**config.mk**
```make
export PLATFORM = sky130hd
export DESIGN_NAME = player_judge
export DESIGN_NICKNAME = d
export VERILOG_FILES = /design/src/rtl/pyon_pkg.sv /design/src/rtl/key_conditioner.sv /design/src/rtl/player_judge.sv
export SDC_FILE = /design/constraint.sdc
export NUM_CORES = 1
export LEC_CHECK = 0
export ABC_CLOCK_PERIOD_IN_PS = 5400
export CAP_MARGIN = 20
export CORE_UTILIZATION = 40
export DETAILED_ROUTE_END_ITERATION = 8
export GPL_TIMING_DRIVEN = 0
export REMOVE_ABC_BUFFERS = 1
export SLEW_MARGIN = 20
export SYNTH_ARGS = -nofsm -noshare
export SYNTH_HDL_FRONTEND = slang
export SYNTH_SLANG_ARGS = --single-unit
```
**constraint.sdc**
```tcl
create_clock -name clk -period 5.4 [get_ports clk]
set_clock_uncertainty 0.2 [all_clocks]
set_input_delay 1.35 -clock clk [delete_from_list [all_inputs] [get_ports clk]]
set_output_delay 1.35 -clock clk [all_outputs]
set_load 0.02 [all_outputs]
```
**src/rtl/pyon_pkg.sv**
```systemverilog
`default_nettype none
// +--------------------------------------------------------------------------+
// | pyon_pkg : shared types and constants for the race-game referees          |
// | Rev 1.0                                                                   |
// +--------------------------------------------------------------------------+
package pyon_pkg;

  typedef enum logic [1:0] {
    ST_IDLE    = 2'd0,
    ST_PLAY    = 2'd1,
    ST_PENALTY = 2'd2,
    ST_DONE    = 2'd3
  } state_e;

  localparam logic [1:0] WIN_NONE   = 2'b00;
  localparam logic [1:0] WIN_PLAYER = 2'b01;
  localparam logic [1:0] WIN_PC     = 2'b10;

  localparam int DEF_START_TENS = 3;
  localparam int DEF_START_ONES = 2;

  // Two-digit BCD decrement that saturates at 00.
  function automatic logic [7:0] bcd_dec(input logic [7:0] s);
    logic [7:0] r;
    r = s;
    if (s[3:0] != 4'd0) begin
      r[3:0] = s[3:0] - 4'd1;
    end else if (s[7:4] != 4'd0) begin
      r[3:0] = 4'd9;
      r[7:4] = s[7:4] - 4'd1;
    end
    return r;
  endfunction

endpackage : pyon_pkg
`default_nettype wire

```
**src/rtl/key_conditioner.sv**
```systemverilog
`default_nettype none
// +--------------------------------------------------------------------------+
// | key_conditioner : synchronizer, optional debouncer and press detector     |
// | Build option: PYON_KEY_DEBOUNCE_EN enables the counter debouncer          |
// | Rev 1.0                                                                   |
// +--------------------------------------------------------------------------+
module key_conditioner #(
  parameter int DEBOUNCE_CYCLES = 500000
) (
  input  logic clk,
  input  logic resetn,
  input  logic key_n,
  output logic level,
  output logic press
);

  logic sync1_q, sync1_d;
  logic sync2_q, sync2_d;
  logic prev_q, prev_d;

  // Stored active-high so that the all-zero reset value means "released".
  assign sync1_d = ~key_n;
  assign sync2_d = sync1_q;

`ifdef PYON_KEY_DEBOUNCE_EN
  localparam int CNT_W = (DEBOUNCE_CYCLES > 1) ? $clog2(DEBOUNCE_CYCLES + 1) : 1;

  logic [CNT_W-1:0] cnt_q, cnt_d;
  logic             level_q, level_d;

  always_comb begin
    cnt_d   = '0;
    level_d = level_q;
    if (sync2_q != level_q) begin
      if (cnt_q == CNT_W'(DEBOUNCE_CYCLES - 1)) begin
        level_d = sync2_q;
      end else begin
        cnt_d = cnt_q + CNT_W'(1);
      end
    end
  end

  always_ff @(posedge clk or negedge resetn) begin
    if (!resetn) begin
      cnt_q   <= '0;
      level_q <= 1'b0;
    end else begin
      cnt_q   <= cnt_d;
      level_q <= level_d;
    end
  end

  assign level = level_q;
`else
  logic unused_debounce;
  assign unused_debounce = (DEBOUNCE_CYCLES != 0);
  assign level = sync2_q;
`endif

  assign prev_d = level;
  assign press  = level & ~prev_q;

  always_ff @(posedge clk or negedge resetn) begin
    if (!resetn) begin
      sync1_q <= 1'b0;
      sync2_q <= 1'b0;
      prev_q  <= 1'b0;
    end else begin
      sync1_q <= sync1_d;
      sync2_q <= sync2_d;
      prev_q  <= prev_d;
    end
  end

endmodule : key_conditioner
`default_nettype wire

```
**src/rtl/player_judge.sv**
```systemverilog
`default_nettype none
// +--------------------------------------------------------------------------+
// | player_judge : checks key presses against the next box, pulses shift,     |
// | counts remaining boxes in BCD and declares the winner.                    |
// | Build option: PYON_KEY_DEBOUNCE_EN debounces both keys                    |
// | Rev 1.0                                                                   |
// +--------------------------------------------------------------------------+
module player_judge
  import pyon_pkg::*;
#(
  parameter int DEBOUNCE_CYCLES = 500000,
  parameter int PENALTY_CYCLES  = 25000000,
  parameter int START_TENS      = DEF_START_TENS,
  parameter int START_ONES      = DEF_START_ONES
) (
  input  logic       clk,
  input  logic       resetn,
  input  logic       enable,
  input  logic       left_n,
  input  logic       right_n,
  input  logic       box,
  input  logic       pc_ended,
  output logic       shift,
  output logic [3:0] score_ones,
  output logic [3:0] score_tens,
  output logic       penalty,
  output logic       finished,
  output logic [1:0] winner
);

  logic level_l, level_r;
  logic press_l, press_r;

  key_conditioner #(.DEBOUNCE_CYCLES(DEBOUNCE_CYCLES)) u_key_left (
    .clk    (clk),
    .resetn (resetn),
    .key_n  (left_n),
    .level  (level_l),
    .press  (press_l)
  );

  key_conditioner #(.DEBOUNCE_CYCLES(DEBOUNCE_CYCLES)) u_key_right (
    .clk    (clk),
    .resetn (resetn),
    .key_n  (right_n),
    .level  (level_r),
    .press  (press_r)
  );

  logic unused_levels;
  assign unused_levels = level_l ^ level_r;

  state_e      state_q, state_d;
  logic        shift_q, shift_d;
  logic        penalty_q, penalty_d;
  logic        finished_q, finished_d;
  logic [1:0]  winner_q, winner_d;
  logic [3:0]  tens_q, tens_d;
  logic [3:0]  ones_q, ones_d;
  logic [31:0] pen_cnt_q, pen_cnt_d;

  logic any_press;
  logic correct;

  assign any_press = press_l | press_r;
  assign correct   = (press_l ^ press_r) && (press_r == box);

  always_comb begin
    state_d   = state_q;
    shift_d   = 1'b0;
    winner_d  = winner_q;
    tens_d    = tens_q;
    ones_d    = ones_q;
    pen_cnt_d = pen_cnt_q;

    case (state_q)
      ST_IDLE: begin
        if (enable) state_d = ST_PLAY;
      end
      ST_PLAY: begin
        if (!enable) begin
          state_d   = ST_IDLE;
          pen_cnt_d = '0;
        end else if (correct) begin
          // A final correct press beats a simultaneous pc_ended.
          shift_d          = 1'b1;
          {tens_d, ones_d} = bcd_dec({tens_q, ones_q});
          if ({tens_q, ones_q} == 8'h01) begin
            state_d  = ST_DONE;
            winner_d = WIN_PLAYER;
          end else if (pc_ended) begin
            state_d  = ST_DONE;
            winner_d = WIN_PC;
          end
        end else if (pc_ended) begin
          state_d  = ST_DONE;
          winner_d = WIN_PC;
        end else if (any_press) begin
          state_d   = ST_PENALTY;
          pen_cnt_d = 32'(PENALTY_CYCLES - 1);
        end
      end
      ST_PENALTY: begin
        if (!enable) begin
          state_d   = ST_IDLE;
          pen_cnt_d = '0;
        end else if (pc_ended) begin
          state_d  = ST_DONE;
          winner_d = WIN_PC;
        end else if (pen_cnt_q == 32'd0) begin
          state_d = ST_PLAY;
        end else begin
          pen_cnt_d = pen_cnt_q - 32'd1;
        end
      end
      ST_DONE: begin
        state_d = ST_DONE;
      end
      default: begin
        state_d = ST_IDLE;
      end
    endcase

    penalty_d  = (state_d == ST_PENALTY);
    finished_d = (state_d == ST_DONE);
  end

  always_ff @(posedge clk or negedge resetn) begin
    if (!resetn) begin
      state_q    <= ST_IDLE;
      shift_q    <= 1'b0;
      penalty_q  <= 1'b0;
      finished_q <= 1'b0;
      winner_q   <= WIN_NONE;
      tens_q     <= 4'(START_TENS);
      ones_q     <= 4'(START_ONES);
      pen_cnt_q  <= '0;
    end else begin
      state_q    <= state_d;
      shift_q    <= shift_d;
      penalty_q  <= penalty_d;
      finished_q <= finished_d;
      winner_q   <= winner_d;
      tens_q     <= tens_d;
      ones_q     <= ones_d;
      pen_cnt_q  <= pen_cnt_d;
    end
  end

  assign shift      = shift_q;
  assign penalty    = penalty_q;
  assign finished   = finished_q;
  assign winner     = winner_q;
  assign score_tens = tens_q;
  assign score_ones = ones_q;

endmodule : player_judge
`default_nettype wire

```
==> impl_metrics.tcl <==
set metrics [dict create \
    drtPass1Iterations 4 \
    dp_hpwl_mm 3.84 \
    finalSetupTns_ps 0 \
    htree_num_levels 2 \
    total_power_mw 1.51 \
    r2r_end "pen_cnt_q[24]" \
    finalCoreUtilization_pct 46.7 \
    die_w_um 86.7 \
    ff2ff_path_depth 8 \
    yosys.area_share.simple_pct 24.3 \
    antenna_cells 0 \
    async_reset_ff_share_pct 100 \
    startpoint "enable" \
    placement.io_buffers 19 \
    crit_path_end "pen_cnt_q[24]" \
    path_clk_slew_ps 100 \
    die_h_um 86.7 \
    finalCriticalPeriod_ps 4410 \
    end_kind "flip-flop" \
    ys_ff_latch 53 \
    cts_setup_buffers 0 \
    gp_congestion 0.757 \
    power.density_nw_per_um2 471 \
    core-area_um2 6870 \
    synth-compound-area-share_pct 16.4 \
    synth_edf_count 0 \
    leakagePower_nw 1.36 \
    avgSynthCellArea_um2 9.41 \
    crit_path_max_fanout 21 \
    via_count 2208 \
    multi_input_area_um2 1390 \
    finalCritPeriodShare_pct 81.7 \
    cp_num_buf_inv 1 \
    antenna_found_initial 0 \
    path_class "in2reg" \
    die-area_um2 7520 \
    cts_resized 0 \
    root_buffer "clkbuf_8" \
    clkLatencyLatePin_ps 310 \
    fmax_ghz 0.227 \
    synthDistinctLibCells 55 \
    start_util_pct 41.8 \
    fillers 662 \
    min_path_type "reg2reg" \
    nNetsFinal 327 \
    crit_cells 6 \
    startpoint_type "input pin" \
    yosysWarnings 0 \
    ant_nets 0 \
    tightest_slew_ps 811 \
    dp.cells 405 \
    track_usage_pct 17.2 \
    route.detailed.drc 0 \
    cts_tree "done" \
    drv_slew 0 \
    grt_pass1_vias 2083 \
    required_ps 5370 \
    synthAdderAreaFrac_pct 1.74 \
    wire_per_inst_um 14.0 \
    final-seq-area_um2 1330 \
    status "complete, no violations" \
    syn_to_final_growth_pct 11.7 \
    dr.first_iter.drc_count 150 \
    cp.arrival_ps 4380 \
    relSlewSlack_pct 45.8 \
    cp_slowest_stage_delay_ps 990 \
    crit_slowest_cell "clkdlybuf4s50_1" \
    cts_buffer_depth 2 \
    r2r_slack_ps 1180 \
    peakVddDrop_mv 0.160 \
    routed_via_density 5.35 \
    grt_pass1_wl_mm 10.2 \
    synthXorXnorAreaFrac_pct 4.58 \
    io_pins 20 \
    hold_viol_final 0 \
    stdcell_count 413 \
    ys_seq_area_share_pct 46.3 \
    synth_area_um2 2870 \
    ys.flop_type "dfrtp_1" \
    numCtsBuffers 5 \
    ctsHoldBuffers 0 \
    final-setup-viol-count 0 \
    grt_overflow 0 \
    synthMuxAreaShare_pct 1.31 \
    path_cells "clkdlybuf4s50_1, nand2_1, nor4_4, or2_2, a21o_1, o221ai_1" \
    place_ws_ps 677 \
    grt_max_degree 54 \
    drive_above_1_share_pct 9.78 \
    critical_path.top_delay_family "simple AND/OR/NAND/NOR gates" \
    rr_startpoint "pen_cnt_q[0]" \
    rows 30 \
    synth_top_family_by_area "simple AND/OR/NAND/NOR gates" \
    drt-total-wl_mm 5.77 \
    finalWorstSetupSlack_ps 987 \
    cap_violations 0 \
    clock-sinks 53 \
    rsz0062_at_grt "false" \
    synth_cells 305 \
]
-- power breakdown --
group / switching, mW / internal (mW)
combinational: 0.375 / 0.260
clock: 0.137 / 0.104
sequential: 0.120 / 0.514
total: 0.632 / 0.879
-- stage by stage --
step	area, um2	hold WS [ps]
2_1_floorplan	2790	131
3_3_place_gp	3100	134
3_5_place_dp	3110	141
4_1_cts	3210	165
5_1_grt	3210	178
6_report	3210	160
-- kinds of logic (layout without fill, tap and decap cells) --
group,after synthesis,after routing
adder cells (fa/ha/maj),4,4
buffers and inverters,36,48
AND/OR/NAND/NOR,125,125
multiplexers,3,3
XOR/XNOR,15,15
flip-flops,53,53
AO/OA/AOI/OAI,69,69
-- layout by cell type (no fill, tap or decap), drive strengths merged, types with 3 or more instances in the layout --
| cell | Yosys | final |
|---|---|---|
| dfstp | 3 | 3 |
| o21ai | 21 | 21 |
| a31oi | 5 | 5 |
| or3 | 9 | 9 |
| o22ai | 3 | 3 |
| ha | 4 | 4 |
| o31a | 5 | 5 |
| dfrtp | 50 | 50 |
| nand4 | 3 | 3 |
| or2 | 3 | 3 |
| clkbuf | 11 | 6 |
| nor4b | 6 | 6 |
| nand3b | 3 | 3 |
| or4 | 5 | 5 |
| nand2 | 14 | 14 |
| inv | 20 | 20 |
| nand2b | 4 | 4 |
| xnor2 | 13 | 13 |
| mux2 | 3 | 3 |
| nor3 | 8 | 8 |
| nor4 | 13 | 13 |
| o22a | 3 | 3 |
| nor2b | 3 | 3 |
| a21oi | 12 | 12 |
| clkdlybuf4s50 | 0 | 18 |
| nor2 | 46 | 46 |
-- state kept, by name (all words and copies together) (netlist names), 2 cells and up --
name	cells
pen_cnt_q	32
score_ones	4
score_tens	4
state_q	2
winner	2
-- final cells by class --
cell class | instances | share of cell area (%)
inverter | 20 | 2.34
tap | 96 | 3.74
multi-input combinational | 216 | 43.4
clock inverter | 2 | 0.429
clock buffer | 6 | 2.57
timing repair buffer | 20 | 6.08
sequential | 53 | 41.5
-- how the worst min path moves through the flow --
| stage | from | end | cells after the start | slack [ps] |
|---|---|---|---|---|
| floorplan | u_key_left.sync1_q | u_key_left.level | 0 | 130 |
| global placement | u_key_left.sync1_q | u_key_left.level | 0 | 130 |
| detailed placement | u_key_right.sync1_q | u_key_right.level | 0 | 140 |
| CTS | u_key_right.sync1_q | u_key_right.level | 0 | 170 |
| global route | u_key_right.sync1_q | u_key_right.level | 0 | 180 |
| finish | u_key_right.sync1_q | u_key_right.level | 0 | 160 |
-- Yosys cell counts (2+ instances only) --
cell       n  area, um2
a21o_1     2       15.0
o31a_1     5       43.8
nor4b_1    6       52.6
nor2b_1    3       18.8
nor4_1    12       75.1
nand4_1    3       18.8
or2_2      3       18.8
nand4b_1   2       17.5
dfrtp_1   50       1250
a31oi_1    5       31.3
or3_4      3       33.8
o31ai_1    2       15.0
dfstp_2    3       78.8
mux2_2     2       22.5
ha_1       4       50.1
nor3_1     8       40.0
and2_1     2       12.5
xor2_1     2       17.5
a21oi_1   12       60.1
o21a_1     2       15.0
inv_1     19       71.3
o22ai_1    3       18.8
o211ai_1   2       15.0
xnor2_1   13        114
nor2_1    46        173
a32o_1     2       20.0
or4_4      3       33.8
or4_1      2       15.0
or3_1      6       37.5
o21ai_0   20        100
buf_6      2       22.5
buf_2      3       15.0
nand3b_1   3       22.5
nand2_1   14       52.6
o22a_1     3       26.3
nand2b_1   4       25.0
clkbuf_1  11       41.3
-- routing by layer --
| metal | track usage [%] | share of wire [%] | vias to the layer above | routed length (um) |
|---|---|---|---|---|
| met4 | 4.09 | 0.95 | 0 | 55 |
| met3 | 3.14 | 4.1 | 5 | 238 |
| li1 | - | - | 1110 | - |
| met1 | 24.2 | 50 | 1043 | 2880 |
| met2 | 27.6 | 45 | 50 | 2600 |
| met5 | 0 | 0 | - | 0 |
-- worst reg2reg max path, delay by kind of cell, from the launching register on --
family | cells | cell delay [ps]
compound gates | 2 | 580
fa+ha+maj | 1 | 240
buf+inv | 1 | 140
flops | 1 | 420
simple gates | 4 | 2510
Power figures use the tool's default switching activity.
